## src/rtl/banked_ram_arbiter.sv

```systemverilog
// Purpose: two-channel front end for banked_ram; stalls same-bank, same-op collisions with a round-robin winner.
// Latency: request to RAM 0 cycles (combinational); read response strobe 1 cycle after acceptance.
// Backpressure: the losing channel sees req_ready=0 for one cycle per conflict; responses cannot be stalled.
// Optional conflict counter: define BANKED_RAM_ARB_STATS_EN (otherwise conflict_cnt is tied to zero).
module banked_ram_arbiter #(
    parameter int TAG_W      = 2,
    parameter int ADDR_WIDTH = 13,
    parameter int DATA_WIDTH = 16,
    parameter int CNT_W      = 16
) (
    input  logic                  clk,
    input  logic                  reset_n,
    // channel A request / response
    input  logic                  a_req_valid,
    output logic                  a_req_ready,
    input  logic                  a_req_wr,
    input  logic [ADDR_WIDTH-1:0] a_req_addr,
    input  logic [DATA_WIDTH-1:0] a_req_wdata,
    output logic                  a_rsp_valid,
    output logic [DATA_WIDTH-1:0] a_rsp_data,
    // channel B request / response
    input  logic                  b_req_valid,
    output logic                  b_req_ready,
    input  logic                  b_req_wr,
    input  logic [ADDR_WIDTH-1:0] b_req_addr,
    input  logic [DATA_WIDTH-1:0] b_req_wdata,
    output logic                  b_rsp_valid,
    output logic [DATA_WIDTH-1:0] b_rsp_data,
    // RAM port A
    output logic                  ram_read_req_a,
    output logic [ADDR_WIDTH-1:0] ram_read_addr_a,
    output logic                  ram_write_req_a,
    output logic [ADDR_WIDTH-1:0] ram_write_addr_a,
    output logic [DATA_WIDTH-1:0] ram_write_data_a,
    input  logic [DATA_WIDTH-1:0] ram_read_data_a,
    // RAM port B
    output logic                  ram_read_req_b,
    output logic [ADDR_WIDTH-1:0] ram_read_addr_b,
    output logic                  ram_write_req_b,
    output logic [ADDR_WIDTH-1:0] ram_write_addr_b,
    output logic [DATA_WIDTH-1:0] ram_write_data_b,
    input  logic [DATA_WIDTH-1:0] ram_read_data_b,
    // statistics
    output logic [CNT_W-1:0]      conflict_cnt,
    input  logic                  stats_clear
);

    logic [TAG_W-1:0] w_tag_a;
    logic [TAG_W-1:0] w_tag_b;
    logic             w_conflict;
    logic             w_a_acc;
    logic             w_b_acc;
    logic             r_rr;          // 0: A favoured, 1: B favoured
    logic             r_a_rsp_vld;
    logic             r_b_rsp_vld;

    assign w_tag_a = a_req_addr[ADDR_WIDTH-1 -: TAG_W];
    assign w_tag_b = b_req_addr[ADDR_WIDTH-1 -: TAG_W];

    // A read and a write never collide: they land on different RAM ports.
    assign w_conflict = a_req_valid && b_req_valid &&
                        (w_tag_a == w_tag_b) && (a_req_wr == b_req_wr);

    // Ready only reflects the arbitration loss, not the channel's own valid.
    assign a_req_ready = !(w_conflict && r_rr);
    assign b_req_ready = !(w_conflict && !r_rr);

    // Nothing reaches the RAM while held in reset.
    assign w_a_acc = reset_n && a_req_valid && a_req_ready;
    assign w_b_acc = reset_n && b_req_valid && b_req_ready;

    assign ram_read_req_a   = w_a_acc && !a_req_wr;
    assign ram_write_req_a  = w_a_acc && a_req_wr;
    assign ram_read_addr_a  = a_req_addr;
    assign ram_write_addr_a = a_req_addr;
    assign ram_write_data_a = a_req_wdata;

    assign ram_read_req_b   = w_b_acc && !b_req_wr;
    assign ram_write_req_b  = w_b_acc && b_req_wr;
    assign ram_read_addr_b  = b_req_addr;
    assign ram_write_addr_b = b_req_addr;
    assign ram_write_data_b = b_req_wdata;

    // RAM read data is already registered inside the RAM; only the strobe is delayed here.
    assign a_rsp_valid = r_a_rsp_vld;
    assign b_rsp_valid = r_b_rsp_vld;
    assign a_rsp_data  = ram_read_data_a;
    assign b_rsp_data  = ram_read_data_b;

    // Round-robin pointer: after a conflict the loser becomes favoured.
    always_ff @(posedge clk or negedge reset_n) begin
        if (!reset_n) begin
            r_rr <= 1'b0;
        end else if (w_conflict) begin
            r_rr <= !r_rr;
        end
    end

    // Response strobes track the RAM's one-cycle read latency.
    always_ff @(posedge clk or negedge reset_n) begin
        if (!reset_n) begin
            r_a_rsp_vld <= 1'b0;
            r_b_rsp_vld <= 1'b0;
        end else begin
            r_a_rsp_vld <= ram_read_req_a;
            r_b_rsp_vld <= ram_read_req_b;
        end
    end

`ifdef BANKED_RAM_ARB_STATS_EN
    logic [CNT_W-1:0] r_conflict_cnt;

    // Saturating conflict counter; clear wins over a same-cycle increment.
    always_ff @(posedge clk or negedge reset_n) begin
        if (!reset_n) begin
            r_conflict_cnt <= '0;
        end else if (stats_clear) begin
            r_conflict_cnt <= '0;
        end else if (w_conflict && (r_conflict_cnt != {CNT_W{1'b1}})) begin
            r_conflict_cnt <= r_conflict_cnt + {{(CNT_W-1){1'b0}}, 1'b1};
        end
    end

    assign conflict_cnt = r_conflict_cnt;
`else
    logic w_unused_stats_clear;

    assign w_unused_stats_clear = stats_clear;
    assign conflict_cnt         = '0;
`endif

endmodule

```

## config.mk

```make
export PLATFORM = sky130hd
export DESIGN_NAME = banked_ram_arbiter
export DESIGN_NICKNAME = d
export VERILOG_FILES = /design/src/rtl/banked_ram_arbiter.sv
export SDC_FILE = /design/constraint.sdc
export NUM_CORES = 1
export LEC_CHECK = 0
export BUFFER_PORTS_ARGS = -buffer_cell sky130_fd_sc_hd__buf_2
export CAP_MARGIN = 25
export CORE_AREA = 2 2 91 93
export DETAILED_ROUTE_END_ITERATION = 12
export DIE_AREA = 0 0 93 95
export GPL_TIMING_DRIVEN = 0
export PLACE_DENSITY_LB_ADDON = 0.12
export RECOVER_POWER = 25
export SLEW_MARGIN = 20
export SYNTH_ARGS = -nofsm -noshare
export SYNTH_HDL_FRONTEND = slang
export SYNTH_SLANG_ARGS = --single-unit
```

## constraint.sdc

```tcl
create_clock -name clk -period 1 [get_ports clk]
set_input_delay 0.05 -clock clk [delete_from_list [all_inputs] [get_ports clk]]
set_output_delay 0.05 -clock clk [all_outputs]
set_load 0.005 [all_outputs]
```

==> flow_summary_export.csv <==
group,metric,value,unit
status,status,"finished, violations left",
status,violations,"setup timing",
worst_setup_path,cp-start-kind,"flop",
finish,final_cell_mix,"buf_2, buf_4, clkbuf_4",
logic_synthesis,synthesis.area,0.00119,mm^2
clock_tree,root_buffer,"clkbuf_8",
route,drc,0,
floorplan,start_util,15.0,%
power_and_ir_drop,total_power,1.43,mW
global_routing,antenna_found_initial,0,
placed_design,place_hpwl,3.64,mm
worst_setup_path,cp_cell_sequence,"a311oi_2, buf_2",
logic_synthesis,synth.distinct_cells,14,
worst_setup_path,crit_family,"flip-flops",
route,viasPerCell,3.09,
finish,final_cell_count_no_fill,415,
power_and_ir_drop,power_leakage,1.35,nW
finish,drive_gt1_share,90.3,%
route,wl_per_cell,9.14,um
global_routing,grt_max_degree,6,
route,antenna_left,0,
floorplan,rows,33,
logic_synthesis,synth-warning-count,0,
floorplan,coreArea,0.00793,mm^2
clock_tree,clkLatencyLatePin,0.22,ns
placed_design,port_buffers,133,
floorplan,fp.dieH,95,um
placed_design,dp.cells,408,
global_routing,grt_pass1_vias,1124,
logic_synthesis,synthCells,155,
floorplan,dieArea,0.00884,mm^2
route,routed_wl,3.80,mm
global_routing,grt.overflow.total,0,
power_and_ir_drop,p_per_area,649,mW/mm^2
worst_setup_path,critPathArrivalTime,1.10,ns
route,drt_iter0_drc,3,
worst_setup_path,endpoint_kind,"output port",
sta,fin_crit_sh,115,%
clock_tree,clk_path_buf_depth,2,
sta,period_minus_slack,1.15,ns
logic_synthesis,ys_ff_latch,3,
clock_tree,htree_num_levels,1,
worst_setup_path,crit_required,0.95,ns
worst_setup_path,worst-path-buf-inv,1,
sta,finalHoldViolCount,0,
global_routing,grt.total_usage,7.31,%
clock_tree,cts.sinks,3,
hold_path,hold_class,"in2reg",
sta,skew,0.00205,ns
logic_synthesis,synth.avg_cell_area,7.67,um^2
logic_synthesis,synth_seq_area_share,6.32,%
worst_setup_path,path_class,"reg2out",
power_and_ir_drop,irDropWorstVdd,0.262,mV
route,num_vias,1282,
worst_setup_path,crit_fanout,5,
clock_tree,cts_buffers,3,
clock_tree,clk_pin_slew,0.03,ns
sta,rsz0062_at_grt,"yes",
global_routing,grt_pass1_wl,5.09,mm
worst_setup_path,crit_path_max_incr_delay,0.44,ns
finish,fillers,884,
sta,max_freq,869,MHz
sta,setup_violations,4,
placed_design,gp_congestion,0.695,
run,cap_viol_max_count,0,
floorplan,ioPinCount,237,
finish,nets,408,
finish,diodes,0,
worst_setup_path,worst_path_max_delay_cell,"dfrtp_2",
sta,worst_slack,-0.150,ns
finish,area_delta_synth_final,85.7,%
route,first_pass_iters,4,
floorplan,die_w,93,um
finish,layout_commonest_cell,"buf_2",
clock_tree,cts_tree,"yes",
sta,slew_violations,0,
## logic make-up (layout without fill, tap and decap cells)
family,Yosys count,after routing,share of synthesized area [%]
other,1,16,0.315
AO/OA/AOI/OAI,4,4,2.63
buffers and inverters,134,274,84.0
XOR/XNOR,4,4,2.95
AND/OR/NAND/NOR,9,9,3.79
flip-flops,3,3,6.32
## Yosys cell counts
| master | n | area share, % |
|---|---|---|
| xnor2_1 | 1 | 0.74 |
| nor3_1 | 1 | 0.42 |
| conb_1 | 1 | 0.32 |
| xor2_1 | 3 | 2.2 |
| nand2_1 | 5 | 1.6 |
| a311oi_1 | 2 | 1.5 |
| a31oi_1 | 1 | 0.53 |
| buf_4 | 132 | 83 |
| nor4_2 | 1 | 1.1 |
| nand3_1 | 1 | 0.42 |
| nor2_1 | 1 | 0.32 |
| a211oi_1 | 1 | 0.63 |
| inv_1 | 2 | 0.63 |
| dfrtp_1 | 3 | 6.3 |
## routing by layer
| metal | global-route usage [%] | part of all wire [%] | vias to the layer above |
|---|---|---|---|
| met1 | 6.47 | 27 | 525 |
| li1 | - | - | 641 |
| met3 | 2.00 | 14 | 0 |
| met5 | 0 | 0 | - |
| met4 | 1.84 | 0 | 0 |
| met2 | 15.8 | 58 | 116 |
## power by group
part	switching (mW)	leakage (nW)	internal, mW
Combinational	0.309	1.29	0.577
Clock	0.0826	0.0228	0.272
Sequential	0.0416	0.0372	0.150
## cell type report
cell class                 count  area, um^2  share of cell area, %
buffer                       132         991                   44.9
clock buffer                   4        45.0                   2.04
inverter                       2        7.51                  0.340
multi-input combinational     33         262                   11.8
sequential                     3        76.3                   3.46
tap                          105         131                   5.95
timing repair buffer         136         694                   31.5
## final timing paths
check	depth (start not counted)	slack (ns)	to	from
max	2	-0.15	ram_read_req_a	r_rr
max reg2reg	1	0.17	a_rsp_valid	r_rr
min	2	0.10	a_rsp_valid	a_req_wr
min reg2reg	1	0.60	a_rsp_valid	r_rr
max in group asynchronous	2	0.60	r_rr	reset_n
min in group asynchronous	2	0.23	a_rsp_valid	reset_n
## timing repair
item / 4_1_cts / 5_1_grt
pin swaps: 4 / 1
buffers inserted: 1 / 1
endpoints found under the hold margin: 3 / 0
cloned: 0 / 0
setup endpoints to repair: 6 / 6
gates resized for setup: 12 / 3
hold buffers: 1 / 0
## sequential cells by signal, summed over array words and instances, names as in the netlist
signal,flops
b_rsp_valid,1
r_rr,1
a_rsp_valid,1
## per-stage QoR
step / setup slack, ns / cell area (um^2) / hold WS (ns) / util, % / TNS, ns
CTS: -0.135 / 2170 / 0.0773 / 27.4 / -0.687
finish: -0.150 / 2210 / 0.101 / 27.8 / -0.451
floorplan: 0.129 / 1240 / -0.246 / - / 0
detailed placement: -0.291 / 2040 / -0.126 / 25.8 / -1.33
global route: -0.198 / 2210 / 0.108 / 27.8 / -0.727
global placement: -0.247 / 2040 / -0.127 / 25.8 / -1.16
No activity file was read; power rests on OpenSTA's default activity.
